`config.mk`:
```
export PLATFORM = sky130hd
export DESIGN_NAME = ntt_ct_butterfly_tail
export DESIGN_NICKNAME = d
export VERILOG_FILES = /design/src/rtl/ntt_ct_butterfly_tail.sv
export SDC_FILE = /design/constraint.sdc
export NUM_CORES = 1
export LEC_CHECK = 0
export CORE_MARGIN = 2
export CORE_UTILIZATION = 50
export CTS_CLUSTER_DIAMETER = 40
export CTS_CLUSTER_SIZE = 16
export DETAILED_ROUTE_END_ITERATION = 8
export GPL_TIMING_DRIVEN = 0
export PLACE_DENSITY = 0.85
export SLEW_MARGIN = 0
export SYNTH_ARGS = -nofsm -noshare
export SYNTH_HDL_FRONTEND = slang
export SYNTH_SLANG_ARGS = --single-unit
```
`constraint.sdc`:
```
create_clock -name clk -period 3.6 [get_ports clk]
set_input_delay 0.72 -clock clk [delete_from_list [all_inputs] [get_ports clk]]
set_output_delay 0.72 -clock clk [all_outputs]
set_load 0.01 [all_outputs]
```
`src/rtl/ntt_ct_butterfly_tail.sv`:
```
`default_nettype none
// ============================================================================
// Module  : ntt_ct_butterfly_tail
// Purpose : Cooley-Tukey butterfly tail for the q=12289 NTT: aligns U with the
//           reduced product, forms (U+V, U-V) mod Q, counts beats and stages.
//           Optional macro NTT_TAIL_DIV2_EN scales both outputs by 2^-1 mod Q.
// Revision: 1.0 - initial release
// ============================================================================
module ntt_ct_butterfly_tail #(
    parameter int DATA_WIDTH = 14,
    parameter int Q          = 12289,
    parameter int MUL_LAT    = 4,
    parameter int NUM_BF     = 256,
    parameter int STAGES     = 9,
    parameter int CNT_W      = 8
) (
    input  logic                  clk,
    input  logic                  rst,
    input  logic                  clr_in,
    input  logic                  in_valid,
    input  logic [DATA_WIDTH-1:0] u_in,
    input  logic [DATA_WIDTH-1:0] red_in,
    output logic                  out_valid,
    output logic [DATA_WIDTH-1:0] x_out,
    output logic [DATA_WIDTH-1:0] y_out,
    output logic                  last_out,
    output logic [3:0]            stage_out,
    output logic                  done_out
);

    localparam logic [DATA_WIDTH:0] C_Q          = (DATA_WIDTH+1)'(Q);
    localparam logic [CNT_W-1:0]    C_BF_LAST    = CNT_W'(NUM_BF - 1);
    localparam logic [3:0]          C_STAGE_LAST = 4'(STAGES - 1);

    logic [DATA_WIDTH-1:0] r_u_dly [MUL_LAT];
    logic [MUL_LAT-1:0]    r_vld_dly;
    logic                  r_out_valid;
    logic [DATA_WIDTH-1:0] r_x;
    logic [DATA_WIDTH-1:0] r_y;
    logic [CNT_W-1:0]      r_bf_cnt;
    logic [3:0]            r_stage_cnt;
    logic                  r_done;

    logic [DATA_WIDTH-1:0] w_u;
    logic                  w_beat;
    logic [DATA_WIDTH:0]   w_sum;
    logic [DATA_WIDTH:0]   w_diff;
    logic [DATA_WIDTH-1:0] w_x_mod;
    logic [DATA_WIDTH-1:0] w_y_mod;
    logic [DATA_WIDTH-1:0] w_x;
    logic [DATA_WIDTH-1:0] w_y;
    logic                  w_last;

    // Delay line: delayed U/valid line up with red_in of the same operand
    always_ff @(posedge clk or negedge rst) begin
        if (!rst) begin
            for (int i = 0; i < MUL_LAT; i++) begin
                r_u_dly[i] <= '0;
            end
            r_vld_dly <= '0;
        end else begin
            r_u_dly[0] <= u_in;
            for (int i = 1; i < MUL_LAT; i++) begin
                r_u_dly[i] <= r_u_dly[i-1];
            end
            if (clr_in) begin
                r_vld_dly <= '0;
            end else begin
                r_vld_dly[0] <= in_valid;
                for (int i = 1; i < MUL_LAT; i++) begin
                    r_vld_dly[i] <= r_vld_dly[i-1];
                end
            end
        end
    end

    assign w_u    = r_u_dly[MUL_LAT-1];
    assign w_beat = r_vld_dly[MUL_LAT-1] & ~clr_in;

    assign w_sum   = {1'b0, w_u} + {1'b0, red_in};
    assign w_diff  = {1'b0, w_u} - {1'b0, red_in};
    assign w_x_mod = (w_sum >= C_Q) ? DATA_WIDTH'(w_sum - C_Q) : w_sum[DATA_WIDTH-1:0];
    assign w_y_mod = w_diff[DATA_WIDTH] ? DATA_WIDTH'(w_diff + C_Q) : w_diff[DATA_WIDTH-1:0];

`ifdef NTT_TAIL_DIV2_EN
    // Halving mod Q: odd values borrow one Q so the sum is even before the shift
    logic [DATA_WIDTH:0] w_x_half;
    logic [DATA_WIDTH:0] w_y_half;
    assign w_x_half = {1'b0, w_x_mod} + (w_x_mod[0] ? C_Q : '0);
    assign w_y_half = {1'b0, w_y_mod} + (w_y_mod[0] ? C_Q : '0);
    assign w_x      = DATA_WIDTH'(w_x_half >> 1);
    assign w_y      = DATA_WIDTH'(w_y_half >> 1);
`else
    assign w_x = w_x_mod;
    assign w_y = w_y_mod;
`endif

    always_ff @(posedge clk or negedge rst) begin
        if (!rst) begin
            r_out_valid <= 1'b0;
            r_x         <= '0;
            r_y         <= '0;
        end else begin
            r_out_valid <= w_beat;
            if (w_beat) begin
                r_x <= w_x;
                r_y <= w_y;
            end
        end
    end

    // Counters describe the beat currently on the outputs and advance after it
    assign w_last = r_out_valid && (r_bf_cnt == C_BF_LAST);

    always_ff @(posedge clk or negedge rst) begin
        if (!rst) begin
            r_bf_cnt    <= '0;
            r_stage_cnt <= '0;
            r_done      <= 1'b0;
        end else begin
            r_done <= w_last && (r_stage_cnt == C_STAGE_LAST);
            if (clr_in) begin
                r_bf_cnt    <= '0;
                r_stage_cnt <= '0;
            end else if (r_out_valid) begin
                if (w_last) begin
                    r_bf_cnt    <= '0;
                    r_stage_cnt <= (r_stage_cnt == C_STAGE_LAST) ? 4'd0 : r_stage_cnt + 4'd1;
                end else begin
                    r_bf_cnt <= r_bf_cnt + 1'b1;
                end
            end
        end
    end

    assign out_valid = r_out_valid;
    assign x_out     = r_x;
    assign y_out     = r_y;
    assign last_out  = w_last;
    assign stage_out = r_stage_cnt;
    assign done_out  = r_done;

endmodule
`default_nettype wire

```
# After elaboration in Yosys (flattened, before gate mapping)
# Cells that the tools add are included.
# Widths: inputs -> output; s select.
[word_totals] wordCells=37 out_inout_bits=35 ff_bits=102 in_bits=32
[classes] muxes=10 addsub=6 eq_ne=2 n_reduce_logical=5 bitwise_logic=2 order_cmp=1
[ops] operator="$mux 14" count=2
[ops] operator="$mux 8" count=3
[ops] operator="$mux 4" count=5
[ops] operator="$add 14x14->15" count=1
[ops] operator="$ge 15x14->1 const B" count=1
[ops] operator="$sub 14x14->15" count=1
[ops] operator="$add 14x14->14 const B" count=1
[ops] operator="$sub 14x14->14 const B" count=1
[ops] operator="$add 8x1->8 const B" count=1
[ops] operator="$eq 8x8->1 const B" count=1
[ops] operator="$add 4x1->4 const B" count=1
[ops] operator="$eq 4x4->1 const B" count=1
[ops] operator="$reduce_bool 2->1" count=2
[ops] operator="$logic_and 1x1->1" count=2
[ops] operator="$reduce_and 2->1" count=1
[ops] operator="$and 1x1->1" count=1
[ops] operator="$not 1->1" count=1

# Longest topological paths before layout
# Gate-level depths: netlist of run 1.
[logic_depth] word_depth=5 ltp_mapped=12

# Worst setup path before layout of run 1
# OpenSTA, ideal clock, no wires.
[synth_path] kind="in2reg" start="input port red_in[0]" end="register r_x[10], in the netlist x_out[10]" path_buffers=1 path_slack_ns=-0.206 stages=12 arrival_ns=3.663 required_time_ns=3.458 setup_ns=0.142 path_cell_list="ha_1 -> inv_1 -> fa_1 -> or2_1 -> a2111o_1 -> a31oi_4 -> xnor2_1 -> or3_4 -> or4_4 -> buf_6 -> o2111ai_1 -> o311ai_1"
[synth_via] elab_chain_len=3 elab_cells_between_ends=4 classes_between="add/sub (2); order compare (1); mux (1)"
[synth_lines] item="from (decl)" line_no="22" source="input logic [DATA_WIDTH-1:0] red_in,"
[synth_lines] item="$add 14x14->15 *" line_no="80" source="assign w_sum = {1'b0, w_u} + {1'b0, red_in};"
[synth_lines] item="$sub 14x14->14 or $ge 15x14->1 (tied branches)" line_no="82" source="assign w_x_mod = (w_sum >= C_Q) ? DATA_WIDTH'(w_sum - C_Q) : w_sum[DATA_WIDTH-1:0];"
[synth_lines] item="$mux 14 *" line_no="82"
[synth_lines] item="to (signal assigned)" line_no="106" source="r_x <= w_x;"
[synth_lines] item="to (decl)" line_no="38" source="logic [DATA_WIDTH-1:0] r_x;"
# Every way passes the cells marked *; elsewhere a longest branch is shown, timed or not.
# A chain may end at the register's enable or synchronous reset.

# Final worst setup path of run 1
[layout_path] start="input port red_in[6]" end="register r_x[12], in the netlist x_out[12]"
# Same word-level chain as after synthesis.

==> results.txt, run 1 <==
* Crit-path leading delay family: simple AND/OR/NAND/NOR gates
* Clock transition at the registers of the reported paths: 0.10 ns
- Post-layout minimum cycle time: 3.581 ns
* Area overhead of the layout relative to synthesis: 28.46%
* Total wire length after detailed routing: 14,120 um
- Area of the die: roughly 12,000 um^2
* Unrepaired setup endpoints after global routing: yes
- Dividing total power by cell area gives a power density of between 400 and 500 nW/um^2.
- Switch share: approximately a third
- Starting density of the core: 51.61%
- For this run, the leading register cell type out of synthesis is sky130_fd_sc_hd__dfrtp_1.
* Net Sw Power: 1.038 mW
* DRT antenna net count: 0
* Row cnt: 38
- Once detailed placement completed, the half-perimeter wirelength came to 10,250 um.
- Vertical extent of the die: 110.0 um
- Combinational share of power: 35.3%
- Final setup margin: 0.01856 ns
* EDFF count, synth: 0
- In this run the cell area measured after placement is 6519 um^2.
* Crit-path cells: clkdlybuf4s50_1 > inv_1 > ha_1 > nor2b_1 > nor4_4 > a211oi_4 > o211ai_1 > or3_4 > or4_4 > buf_8 > o211ai_1 > o311ai_1
- The via count of the first global-routing pass was slightly below 5,000.
- Number of antenna violations at the first check in global routing: 0
- Design Area, Final: 7218 um^2
- The number of hold buffers added after CTS was 0.
- Slew HR: between 50% and 60%
* Delay of the slowest critical-path stage: about 0.55 ns
- Pin placement for this block handled 67 I/O pins.
* Slew at the pin with the worst max-slew slack: 0.6529 ns
- Maximum clock rate: 279.2 MHz
* Status: complete, no violations
- Number of buffers inserted during clock tree synthesis: 9
* Clock buffer depth: 2
- Drc violations: 0
* Worst IR drop on VDD: 0.0002870 V
- Buffers placed on the I/O ports in this run total 65.
- Fraction of final layout cells sized beyond drive strength 1: between 10% and 20%
* Power Internal: 2.050 mW
- For this run the aggregate overflow at the end of global routing stands at 0.
* Clock share of power: 21.3%
- Number of DRC markers after the initial detailed-route iteration: roughly 360
- Worst Hold Class: primary input to async pin
* Synth Instances: between 500 and 600
- Sequential share of power: 43.5%
* Required time reported for the critical path endpoint: 3.83 ns
* Startpoint class of the critical path: primary input
- Of the available clock period, the critical path in the final layout requires between 90% and 100%.
* Distinct cells, synth: 70
- Number of synthesis warnings: 0
* Critical path endpoint category: flip-flop
- For this run, asynchronously set or reset flops after synthesis account for 100.0%.
* Register area: 2552 um^2
- The number of nets handed over by synthesis was ~630.
* Post-route setup TNS: 0 ns
* Top fanout value on the critical path: 5
* Largest net degree at the start of global routing: 67
* Cell at the root of the clock tree: sky130_fd_sc_hd__clkbuf_8
- Die X: 110.0 um
- Global-route wire length before repair: 22,800 um
* Most used cell along the critical path: sky130_fd_sc_hd__o211ai_1
- Core region area: 10,890 um^2
- The H-tree was split into 3 levels.
- Post-Route Skew: 0.01284 ns
- Counting the fill cells in the layout gives 862.
- Post-placement setup slack: -1.082 ns
- Number of iterations in the first detailed-routing pass: 8
* Number of nets in the layout: 733
- The slowest stage of the critical path is the sky130_fd_sc_hd__or4_4 cell.
- Final hold viol count: 0
- In the final layout, the multi-input gates occupy 3221 um^2.
- LEAKAGE: slightly above 3 nW
* Register bit total from synthesis: 102
* Worst path arrival time: 3.82 ns
- In the global route stage, overall resource usage came out at 24.50%.
* Endpoints failing setup: 0
* Final-report max-slew violation count: 0
* Antenna diode count: 0
- Critical Setup Path Class: primary input to flip-flop
* Worst skew pair latency: between 0.3 and 0.4 ns
- For this design, the sink count on the clock tree is slightly above 100.
- The cell area that synthesis handed to floorplanning was 5619 um^2.
* Routed wirelength normalized by instance count: 17.43 um
- TritonCTS built the clock tree.
- Sequential fraction of the synthesis area: 45.42%
* Max-capacitance violation count: 0
- Via Count: roughly 4,800
* Worst path buffer plus inverter count: 3
* Tightest hold margin: 0.2869 ns
- Dividing the detail-routed via count by the number of cells gives 5.904.
- Syn_area_per_cell: around 9.9 um^2
* Global placement routability congestion: slightly above 0.9
==> flip-flops by register name, summed over array words and instances (netlist names) <==
signal,cells
r_vld_dly,4
x_out,14
w_u,14
r_u_dly,42
done_out,1
out_valid,1
r_bf_cnt,8
stage_out,4
y_out,14
==> power by group through the flow <==
stage          clock (mW)  sequential, mW  combinational (mW)
6_report            0.656            1.34                1.09
5_1_grt             0.727            1.36                1.18
4_1_cts             0.673            1.34                1.02
3_5_place_dp            0            1.37               0.931
3_3_place_gp            0            1.36               0.913
2_1_floorplan           0            1.40               0.492
==> cell families after synthesis <==
logic type	Yosys count	share of synthesized area, %
adders and majority gates	36	8.283
muxes	7	1.291
DFF	102	45.42
xor gates and xnor gates	34	5.300
AOI/OAI and AO/OA	147	19.10
and+or+nand+nor	187	16.88
buffers and inverters	53	3.719
==> layout make-up <==
| class | instances | area share [%] |
|---|---|---|
| timing repair buffer | 90 | 12.05 |
| tap | 140 | 2.427 |
| clock inverter | 6 | 0.6414 |
| clock buffer | 10 | 1.768 |
| buffer | 20 | 1.491 |
| inverter | 31 | 1.647 |
| sequential | 102 | 35.36 |
| multi-input combinational | 411 | 44.62 |
==> per-stage QoR <==
step / power, mW / std cells / util (%)
detailed placement: 2.297 / 772 / 59.87
floorplan: 1.890 / 566 / -
global placement: 2.272 / 771 / 59.64
finish: 3.088 / 810 / 66.30
global route: 3.264 / 810 / 66.30
CTS: 3.035 / 804 / 64.77
==> placed cells by master, fill, tap and decap left out, drive strengths merged, types with 5 or more instances in the layout <==
cell / netlist / routed
nor4: 7 / 7
dfrtp: 102 / 102
nand4: 7 / 7
buf: 6 / 34
inv: 30 / 32
o311ai: 8 / 8
o2111ai: 5 / 5
o21ai: 31 / 31
nand2: 47 / 47
ha: 34 / 34
a31oi: 9 / 9
nor2: 45 / 45
mux2i: 5 / 5
o211ai: 21 / 21
a21oi: 16 / 16
xor2: 13 / 13
clkdlybuf4s50: 0 / 60
a221oi: 6 / 6
nor3: 14 / 14
or3: 9 / 9
xnor2: 21 / 21
a211oi: 7 / 7
nor2b: 15 / 15
and2: 8 / 8
or2: 6 / 6
a21o: 7 / 7
nand3: 9 / 9
clkbuf: 16 / 24
==> worst paths after layout <==
kind,slack (ns),depth (start not counted),endpoint,startpoint
worst max-delay path,0.02,12,x_out[12]$_DFFE_PN0P_,red_in[6]
worst min-delay path,0.29,1,stage_out[3]$_DFFE_PN0P_,rst
worst max register to register,0.03,12,x_out[12]$_DFFE_PN0P_,w_u[0]$_DFF_PN0_
worst min register to register,0.34,0,r_u_dly[25]$_DFF_PN0_,r_u_dly[39]$_DFF_PN0_
max in group asynchronous,2.63,2,r_u_dly[52]$_DFF_PN0_,rst
min in group clk,0.34,0,r_u_dly[25]$_DFF_PN0_,r_u_dly[39]$_DFF_PN0_
==> timing repair <==
action,in CTS,in global routing
endpoints found under the setup margin,25,23
gates resized for setup,58,36
cloned,1,0
pin swaps,18,16
buffers inserted,16,7
==> Yosys cell counts, types with 4 or more instances <==
library cell	number	share of area [%]
sky130_fd_sc_hd__a2111oi_0	4	0.62
sky130_fd_sc_hd__a211oi_1	7	0.94
sky130_fd_sc_hd__a21o_1	7	0.94
sky130_fd_sc_hd__a21oi_1	16	1.4
sky130_fd_sc_hd__a221oi_1	5	0.78
sky130_fd_sc_hd__a31oi_1	8	0.89
sky130_fd_sc_hd__a41oi_1	4	0.62
sky130_fd_sc_hd__and2_1	7	0.78
sky130_fd_sc_hd__clkbuf_1	16	1.1
sky130_fd_sc_hd__dfrtp_1	102	45
sky130_fd_sc_hd__ha_1	34	7.6
sky130_fd_sc_hd__inv_1	30	2.0
sky130_fd_sc_hd__mux2i_1	5	0.89
sky130_fd_sc_hd__nand2_1	47	3.1
sky130_fd_sc_hd__nand2b_1	4	0.45
sky130_fd_sc_hd__nand3_1	9	0.80
sky130_fd_sc_hd__nand4_1	7	0.78
sky130_fd_sc_hd__nor2_1	45	3.0
sky130_fd_sc_hd__nor2b_1	15	1.7
sky130_fd_sc_hd__nor3_1	14	1.2
sky130_fd_sc_hd__nor4_1	6	0.67
sky130_fd_sc_hd__o2111ai_1	5	0.78
sky130_fd_sc_hd__o211ai_1	19	2.5
sky130_fd_sc_hd__o21a_1	4	0.53
sky130_fd_sc_hd__o21ai_0	30	2.7
sky130_fd_sc_hd__o311ai_1	6	0.94
sky130_fd_sc_hd__o31ai_1	4	0.53
sky130_fd_sc_hd__or2_2	5	0.56
sky130_fd_sc_hd__or3_1	8	0.89
sky130_fd_sc_hd__xnor2_1	21	3.3
sky130_fd_sc_hd__xor2_1	13	2.0
==> layer usage <==
metal,up-vias,GRT usage (%),routed length [um]
li1,2254,-,-
met1,2300,31.66,5899
met2,198,40.14,6855
met3,30,4.703,1004
met4,0,10.76,362
met5,-,0,0
No activity file was read; power rests on OpenSTA's default activity.
==> run 2: changes to the inputs <==
--- a/config.mk
+++ b/config.mk
@@ -5,13 +5,14 @@
 export SDC_FILE = /design/constraint.sdc
 export NUM_CORES = 1
 export LEC_CHECK = 0
+export ABC_AREA = 1
 export CORE_MARGIN = 2
-export CORE_UTILIZATION = 50
+export CORE_UTILIZATION = 51
 export CTS_CLUSTER_DIAMETER = 40
 export CTS_CLUSTER_SIZE = 16
 export DETAILED_ROUTE_END_ITERATION = 8
 export GPL_TIMING_DRIVEN = 0
-export PLACE_DENSITY = 0.85
+export PLACE_DENSITY = 0.86
 export SLEW_MARGIN = 0
 export SYNTH_ARGS = -nofsm -noshare
 export SYNTH_HDL_FRONTEND = slang
==> results.txt, run 2 <==
- Sequential cells burn roughly two fifths of the power.
- After detailed routing, the number of vias per cell comes to 5.133.
- The slowest stage of the critical path is the sky130_fd_sc_hd__clkdlybuf4s50_1 cell.
- Area overhead of the layout relative to synthesis: 19.97%
- Dividing the detail-routed wire length by the instance count gives 12.76 um.
- CTS built an H-tree with a depth of 3.
- Unrepaired setup endpoints after global routing: no
- Combinational share of power: 29.5%
* Starting density of the core: between 50% and 60%
- By count the netlist is led by sky130_fd_sc_hd__nand2_1, sky130_fd_sc_hd__dfrtp_1, sky130_fd_sc_hd__inv_1.
* Sequential fraction of the synthesis area: 43.90%
* Final Total Pwr: 3.232 mW
- Crit-path cells: clkdlybuf4s50_1 > ha_1 > inv_1 > fa_1 > nand2_1 > nand2_1 > and2_1 > nand3_1 > nand4_1 > a21oi_1 > buf_2 > nand2_1 > xor2_1 > nand2_1 > nand2_1
- Among the stages of the critical path, the cell type that occurs most often is sky130_fd_sc_hd__nand2_1.
* Top fanout value on the critical path: 10
* Placed inst area: 6675 um^2
- Worst IR drop on VDD: 0.0002883 V
- Commonest non-fill, non-tap cells in the layout: sky130_fd_sc_hd__nand2_1, sky130_fd_sc_hd__dfrtp_1, sky130_fd_sc_hd__inv_1
- In the post-synthesis netlist, the cell with the most instances is sky130_fd_sc_hd__nand2_1.
- TritonCTS clock tree: built
- For the worst setup path, the data required time is 3.89 ns.
* Delay of the slowest critical-path stage: 0.50 ns
- After the last flow step, the layout net total stands at 892.
* Post-Route Skew: about 0.012 ns
- The routed layout has approximately 5,000 vias.
- Broken down by cell family, the worst path's largest delay share belongs to buffers and inverters.
- Of the available clock period, the critical path in the final layout requires between 90 and 100%.
- LEAKAGE: 3.562 nW
- Net Sw Power: ~1.1 mW
* Number of antenna violations at the first check in global routing: 0
- The number of gates resized after CTS was 0.
- Cells with a size suffix above 1 make up 7.961% of the layout.
- For this run, the top clock speed supported by timing is about 300 MHz.
- Number of port buffers: 66
- Entering global routing, the biggest net connects 54 pins.
- TritonCTS created 9 clock buffers.
- Hold-fix buffer count after cts: 0
- In this run, synthesis inferred 0 flip-flops with an integrated enable.
* Register bit total from synthesis: 102
- Power spread over the standard cell area amounts to 463.3 nW/um^2.
* Total wire length after detailed routing: 12,360 um
- Post-detailed-placement half-perimeter wirelength: ~9600 um
- Core utilization of the finished layout: 63.51%
* Most flops, register: r_u_dly
- The register with the most flip-flops in the layout has 42 of them.
- For this run, design rule violations remaining after detail routing come to 0.
- Global router's overall resource usage: 21.67%
- Dividing the synthesized area by the synthesized cell count gives 7.794 um^2.
- The first global-routing pass estimated around 22,000 um of wire.
- Final setup margin: 0.3013 ns
- Prior to clock tree synthesis, the placed netlist has a worst setup slack of -0.02947 ns.
- The worst hold path belongs to the class flip-flop to flip-flop.
- Worst path buffer plus inverter count: 3
- The biggest area contributor in the post-synthesis netlist is sky130_fd_sc_hd__dfrtp_1.
* Startpoint class of the critical path: primary input
- Slew at the pin with the worst max-slew slack: 0.6235 ns
- The run finished with clean final reports.
* Clock share of power: 29.6%
- Mapped Area: 5814 um^2
* Worst path arrival time: between 3 and 4 ns
- Area of the die: 12,270 um^2
* Overall overflow remaining after global route: 0
- Clock buffer depth: 2
* CTS Sinks: approximately 100
* Total nets after synthesis: 814
- Leading cell type in the layout, fill and taps excluded: sky130_fd_sc_hd__nand2_1
- After clock tree synthesis, the clock-pin slew on the worst setup and hold paths is 0.07 ns.
- Clock tree synthesis selected as its root buffer the cell sky130_fd_sc_hd__clkbuf_16.
- Cell types occupying the most area after synthesis: sky130_fd_sc_hd__dfrtp_1, sky130_fd_sc_hd__nand2_1, sky130_fd_sc_hd__ha_1
- Clock latency on the worst-skew pair, taken at its later pin, is 0.35 ns.
- Max-cap violations in this run came to 0.
- For this block, the initial DRC count from the detailed router was 327.
- Share of async-settable or async-resettable flops after synthesis: 100.0%
- Net switching is 33.02% of the power.
* Post-layout minimum cycle time: 3.299 ns
- In the synthesized netlist, the number of instances is about 750.
* Critical Setup Path Class: primary input to flip-flop
- Portion of synthesized cell area occupied by the leading cell type: 43.90%
- Distinct cells, synth: 35
- Final hold viol count: 0
* Power Internal: 2.165 mW
* Leading register cell type out of synthesis: sky130_fd_sc_hd__dfrtp_1
- Endpoints failing setup: 0
* Reg-to-reg slack, setup: 0.73 ns
- The via count of the first global-routing pass was 4,768.
* Die X: 110.8 um
- Row cnt: 38
- The number of antenna diodes in the final layout is 0.
- STA classifies the critical path endpoint as a flip-flop.
* Final-report max-slew violation count: 0
- Top-Level Pins: 67
* Number of synthesis warnings: 0
* DRT antenna net count: 0
- The number of setup buffers added after CTS is 0.
- The die is ~110 um tall.
- Core region area: 10,980 um^2
- Design Area, Final: 6975 um^2
* Global placement routability congestion: a little over 0.9
- Summed over all failing endpoints, the final setup total negative slack is 0 ns.
* Number of iterations in the first detailed-routing pass: 5
- The worst pin sits at a relative slew slack of 58.43%.
==> run 2: cell type report <==
| type | count | area [um^2] |
|---|---|---|
| plain buffers | 17 | 111.4 |
| clock buffers | 9 | 225.2 |
| clock inverters | 7 | 75.07 |
| fillers | 966 | 4008 |
| inverters | 96 | 361.6 |
| multi-input cells | 531 | 2789 |
| flip-flops and latches | 102 | 2552 |
| well taps | 140 | 175.2 |
| repair buffers | 67 | 685.7 |
==> run 2: worst paths after layout <==
check / startpoint / endpoint / cells after the start
max in group asynchronous: rst / x_out[5]$_DFFE_PN0P_ / 2
hold / removal: r_u_dly[29]$_DFF_PN0_ / r_u_dly[15]$_DFF_PN0_ / 0
setup / recovery: red_in[0] / y_out[2]$_DFFE_PN0P_ / 15
hold reg to reg: r_u_dly[29]$_DFF_PN0_ / r_u_dly[15]$_DFF_PN0_ / 0
setup reg to reg: w_u[0]$_DFF_PN0_ / y_out[2]$_DFFE_PN0P_ / 15
min in group asynchronous: rst / r_u_dly[47]$_DFF_PN0_ / 1
==> run 2: cell families after synthesis <==
family / Yosys count / share of synthesized area [%]
AO/OA/AOI/OAI: 62 / 6.219
flip-flops: 102 / 43.90
AND/OR/NAND/NOR: 411 / 30.43
adder cells (fa/ha/maj): 36 / 8.005
XOR/XNOR: 22 / 3.314
buffers and inverters: 113 / 8.134
==> run 2: stage by stage <==
step | hold slack, ns | std cells
global placement | 0.3320 | 952
floorplan | 0.3312 | 746
detailed placement | 0.3347 | 953
CTS | 0.3421 | 969
global route | 0.3475 | 969
finish | 0.3389 | 969
==> run 2: per-layer routing <==
layer	vias to the layer above	global-route usage [%]	share of wire (%)
li1	2503	-	-
met1	2282	28.72	43
met2	159	35.71	48
met3	30	3.007	5.5
met4	0	9.333	2.8
met5	-	0	0
==> run 2: power groups by stage <==
stage	clock network, mW	logic [mW]	registers (mW)
3_3_place_gp	0	0.923	1.34
3_5_place_dp	0	0.946	1.35
4_1_cts	0.978	0.951	1.33
6_report	0.956	0.953	1.32
2_1_floorplan	0	0.528	1.38
5_1_grt	1.02	1.06	1.34
==> run 3: changes to the inputs <==
--- a/config.mk
+++ b/config.mk
@@ -12,6 +12,7 @@
 export CTS_CLUSTER_SIZE = 16
 export DETAILED_ROUTE_END_ITERATION = 8
 export GPL_TIMING_DRIVEN = 0
+export HOLD_SLACK_MARGIN = 0.08
 export PLACE_DENSITY = 0.86
 export SLEW_MARGIN = 0
 export SYNTH_ARGS = -nofsm -noshare
==> results of run 3 <==
No change in the layout: final DEF, timing and power equal those of run 2.
==> patch 1, RTL diff (settings of run 3) <==
Add a define of `NTT_TAIL_DIV2_EN`.
--- a/src/rtl/ntt_ct_butterfly_tail.sv
+++ b/src/rtl/ntt_ct_butterfly_tail.sv
@@ -7,4 +7,6 @@
 // Revision: 1.0 - initial release
 // ============================================================================
+`define NTT_TAIL_DIV2_EN
+
 module ntt_ct_butterfly_tail #(
     parameter int DATA_WIDTH = 14,
Formal check against the unedited RTL: not equivalent (Yosys sat finds a counterexample within 10 cycles, from zero or initial values and one cycle with rst low).
==> patch 1 against run 3 <==
  * The flow now finishes with violations (negative setup slack)
  * Cell area up 31%
  * Synthesized area grew 13%
  * First-iteration DRC count rose by 140%
  * Sequential share of layout area down 8.7 points
  * Sequential cell count stayed put
  * Clock skew barely moved
  * Setup slack worse by 0.42 ns
  * Wire length up 66%
Power is not compared: it rests on default switching activity, and its combinational part moved more than twofold at a synthesized area within 25%.
==> patch 1: results <==
set metrics [dict create \
    status "finished, violations left" \
    violations "negative setup slack" \
    fin_ws_ns -0.115 \
    finClkSkew_ns 0.0120 \
    yosys_warnings 0 \
    cts_root_buf "clkbuf_16" \
    grt_usage_pct 23.7 \
    syn-num-nets 897 \
    routed_wl_um 20500 \
    path_clk_slew_ns 0.07 \
    numCtsBuffers 9 \
    initial_utilization_pct 52.2 \
    arrival_ns 3.95 \
    diodes 0 \
    ctsHtreeMaxLevel 3 \
    nFillCells 762 \
    clkLatencyLatePin_ns 0.36 \
    async_flop_share_pct 100 \
    setup_viol 6 \
    fin_nets 1066 \
    reg2reg_from "w_u[0]$_DFF_PN0_" \
    drt_iter0_drc 779 \
    drtPass1Iterations 6 \
    crit_start "red_in[8]" \
    p_leak_nw 4.33 \
    max_slew.worst_pin.slew_ns 0.571 \
    avgViaCountPerCell 5.79 \
    gp_congestion 0.925 \
    grt_pass1_vias 6001 \
    grt_pass1_wl_um 26800 \
    p_sw_share_pct 38.0 \
    rrSetupSlack_ns 0.07 \
    reg2reg_depth 24 \
    synth_cell_types 46 \
    cp_max_fo 6 \
    largest_reg_flops 42 \
    worst_setup_path_endpoint "y_out[12]$_DFFE_PN0P_" \
    grt_antenna_before_repair 0 \
    yosys-top-cells-area "dfrtp_1 (39%), nand2_1 (12%), ha_1 (7.2%)" \
    hold_class "input pin to async pin" \
    synth_cells 825 \
    ys_top_cells_by_count "nand2_1 (205), inv_1 (106), dfrtp_1 (102), nor2_1 (58), nand3_1 (43)" \
    ys_seq_area_share_pct 38.9 \
    grt_start_max_net_pins 76 \
    avgRoutedWirePerCell_um 17.6 \
    peakVddDrop_mv 0.360 \
    final_layout_size_suffix_gt1_share_pct 32.2 \
    portBuffers 66 \
    r2r-end "x_out[11]$_DFFE_PN0P_" \
    dp_hpwl_um 10900 \
    largest_register "r_u_dly" \
    ctsLongestPathBuffers 2 \
    place_area_um2 7460 \
]
## patch 1: cell count changes in the layout (fill, tap and decap cells not counted), sizes merged, moves of 14 or more
cell,before,now
buf,16,105
nand3,82,56
nor2,62,83
o21ai,20,40
nand4,6,25
xor2,20,38
inv,98,115
nand2,245,230
clkdlybuf4s50,65,51
## patch 1: power groups by stage
stage                     sequential (mW)  combinational [mW]  clock (mW)
after floorplan                      1.41               0.853           0
after global placement               1.37                1.33           0
after detailed placement             1.37                1.36           0
after CTS                            1.35                1.64       0.933
after global routing                 1.37                2.11       0.976
final                                1.36                2.00       0.915
## patch 1: critical path: stages
cell and delay [ns]:
dlygate4sd2_1 0.26, inv_1 0.11, ha_4 0.21, buf_6 0.14
buf_4 0.15, nand2_1 0.11, o21ai_0 0.13, a21oi_1 0.27
nand2_2 0.20, or2_2 0.32, xor2_1 0.22, nand2_1 0.16
nor2_2 0.16, nand3_1 0.15, nor2_2 0.18, nand3_1 0.14
nand2_1 0.09, nand2_1 0.07, nand3_1 0.08, nand2_1 0.06
## patch 1: per-stage QoR
| step | power (mW) | hold slack (ns) | setup WS [ns] | util (%) | setup TNS (ns) |
|---|---|---|---|---|---|
| 5_1_grt | 4.45 | 0.311 | -0.254 | 72.9 | -2.25 |
| 3_3_place_gp | 2.70 | 0.332 | -1.78 | 59.2 | -194.44 |
| 2_1_floorplan | 2.26 | 0.331 | 0.00463 | - | 0 |
| 6_report | 4.28 | 0.278 | -0.115 | 72.9 | -0.305 |
| 4_1_cts | 3.92 | 0.280 | 0.0124 | 68.2 | 0 |
| 3_5_place_dp | 2.73 | 0.335 | -1.15 | 59.4 | -16.02 |
## patch 1: layout make-up
cell class | count | area share, %
Inverter | 116 | 4.91
Sequential cell | 102 | 27.8
Timing Repair Buffer | 157 | 15.0
Buffer | 18 | 1.77
Tap cell | 172 | 2.35
Clock buffer | 13 | 2.84
Multi-Input combinational cell | 590 | 45.1
Clock inverter | 2 | 0.191
## patch 1: routing by layer
layer | vias up | global-route usage [%] | wire length [um]
li1 | 2976 | - | -
met1 | 3221 | 27.5 | 7740
met2 | 434 | 40.9 | 9930
met3 | 139 | 4.77 | 1510
met4 | 0 | 13.2 | 1370
met5 | - | 0 | 0
## patch 1: repair_timing
action | CTS | global route
cloned | 2 | 1
setup buffers | 59 | 29
endpoints found under the setup margin | 20 | 21
gates resized for setup | 113 | 113
hold buffers | 0 | 0
pin swaps | 49 | 70
endpoints found under the hold margin | 0 | 0
## patch 1: cells by family after synthesis
kind of cell | synth area share (%)
flops | 38.9
xor+xnor | 5.99
buf+inv | 8.35
compound gates | 8.43
fa+ha+maj | 7.86
simple gates | 30.5
==> patch 2, RTL diff (config.mk and constraints of run 3) <==
Made on the original files. Compare `r_stage_cnt` against `C_STAGE_LAST` with >= in place of ==.
--- a/src/rtl/ntt_ct_butterfly_tail.sv
+++ b/src/rtl/ntt_ct_butterfly_tail.sv
@@ -119,5 +119,5 @@
             r_done      <= 1'b0;
         end else begin
-            r_done <= w_last && (r_stage_cnt == C_STAGE_LAST);
+            r_done <= w_last && (r_stage_cnt >= C_STAGE_LAST);
             if (clr_in) begin
                 r_bf_cnt    <= '0;
Formal check against the unedited RTL: no difference found for any inputs over 10 cycles, from zero or initial values and one cycle with rst low; that may be too few to reach the edited logic, so the function may still have changed.
==> patch 2 against run 3 <==
  * Combinational power up 9%
  * Cell area up 4.9%
  * Count of clock-buffer cells in the layout up 1
  * Non-clock buffer count up 4
  * Wire length up 8.5%
  * Hold slack worse by 0.044 ns
  * Sequential cell count unchanged
  * Register-to-register slack better by 0.06 ns
  * Total power up 1.7%
  * Utilization down 2.1 points
  * Synthesized area up 6.0%
  * Critical path depth up 2
  * Setup slack worse by 0.048 ns
==> patch 2: results <==
set metrics [dict create \
    status "complete, no violations" \
    fin_nets 919 \
    yosys-top-cells-area "dfrtp_1 (41%), nand2_1 (13%), ha_1 (6.9%)" \
    grt_pass1_vias 4880 \
    grt_start_max_net_pins 73 \
    place_ws_ns -0.110 \
    hold_class "input pin to async pin" \
    post_cts.repair.setup_buffers 0 \
    power.internal_mw 2.20 \
    rrSetupSlack_ns 0.79 \
    dp_hpwl_um 10400 \
    vias 5140 \
    ys.flop_type "dfrtp_1" \
    grt_pass1_wl_um 22500 \
    cts_resized 0 \
    syn-num-nets 841 \
    crit_start "red_in[1]" \
    critical_path.top_delay_family "simple AND/OR/NAND/NOR gates" \
    grt_usage_pct 22.1 \
    arrival_ns 3.60 \
    ys_top_cells_by_count "nand2_1 (220), dfrtp_1 (102), inv_1 (91), nand3_1 (60), nor2_1 (52)" \
    nFillCells 1054 \
    drt_iter0_drc 329 \
    clkLatencyLatePin_ns 0.36 \
    place_area_um2 7030 \
    finClkSkew_ns 0.0109 \
    ys_seq_area_share_pct 41.4 \
    slowest_delay_ns 0.67 \
    ctsHtreeMaxLevel 3 \
    portBuffers 66 \
    r2r-end "y_out[11]$_DFFE_PN0P_" \
    cpMaxStageDelayCell "fa_1" \
    max_slew.worst_pin.slew_ns 0.455 \
    final_layout_size_suffix_gt1_share_pct 13.4 \
    yosys_warnings 0 \
    synth_cell_types 43 \
    peakVddDrop_mv 0.327 \
    cts_root_buf "clkbuf_16" \
    avgRoutedWirePerCell_um 13.4 \
    gp_congestion 0.967 \
    diodes 0 \
    p_leak_nw 3.68 \
]
==> patch 2: cell families after synthesis <==
family / share of synthesized area (%)
AOI/OAI and AO/OA: 5.63
buffers and inverters: 9.18
adders and majority gates: 7.55
and+or+nand+nor: 32.7
DFF: 41.4
xor gates and xnor gates: 3.55
==> patch 2: power by group through the flow <==
stage,combinational (mW),clock [mW],sequential (mW)
floorplan,0.603,0,1.38
global placement,1.01,0,1.34
detailed placement,1.03,0,1.35
CTS,1.04,0.946,1.33
global route,1.15,0.999,1.34
finish,1.04,0.925,1.33
==> patch 2: layout make-up <==
cell class	count	area (um2)	area share [%]
multi-input cells	545	3040	41.6
repair buffers	67	686	9.37
flip-flops and latches	102	2550	34.9
inverters	105	399	5.46
clock inverters	6	45.0	0.616
plain buffers	21	166	2.28
clock buffers	10	239	3.27
well taps	147	184	2.51
==> patch 2: how the worst max path moves through the flow <==
stage | slack [ns] | to | cells past startpoint
3_3_place_gp | -1.86 | r_bf_cnt[6]$_DFFE_PN0P_ | 1
6_report | 0.25 | x_out[4]$_DFFE_PN0P_ | 17
4_1_cts | 0.26 | x_out[4]$_DFFE_PN0P_ | 18
3_5_place_dp | -0.11 | x_out[4]$_DFFE_PN0P_ | 18
5_1_grt | 0.005 | x_out[7]$_DFFE_PN0P_ | 18
2_1_floorplan | 0.77 | x_out[4]$_DFFE_PN0P_ | 17
==> patch 2: per-stage QoR <==
step,TNS [ns],std cells,utilization [%],hold WS (ns)
2_1_floorplan,0,773,-,0.331
6_report,0,1003,61.4,0.295
3_5_place_dp,-0.872,987,59.0,0.335
4_1_cts,0,1003,61.4,0.308
5_1_grt,0,1003,61.4,0.332
3_3_place_gp,-188.46,986,58.8,0.331
==> patch 2: layer usage <==
layer | GRT usage (%) | vias up | routed length, um
met3 | 3.93 | 33 | 562
met1 | 27.5 | 2382 | 5860
met2 | 38.3 | 145 | 6620
li1 | - | 2580 | -
met5 | 0 | - | 0
met4 | 8.94 | 0 | 379
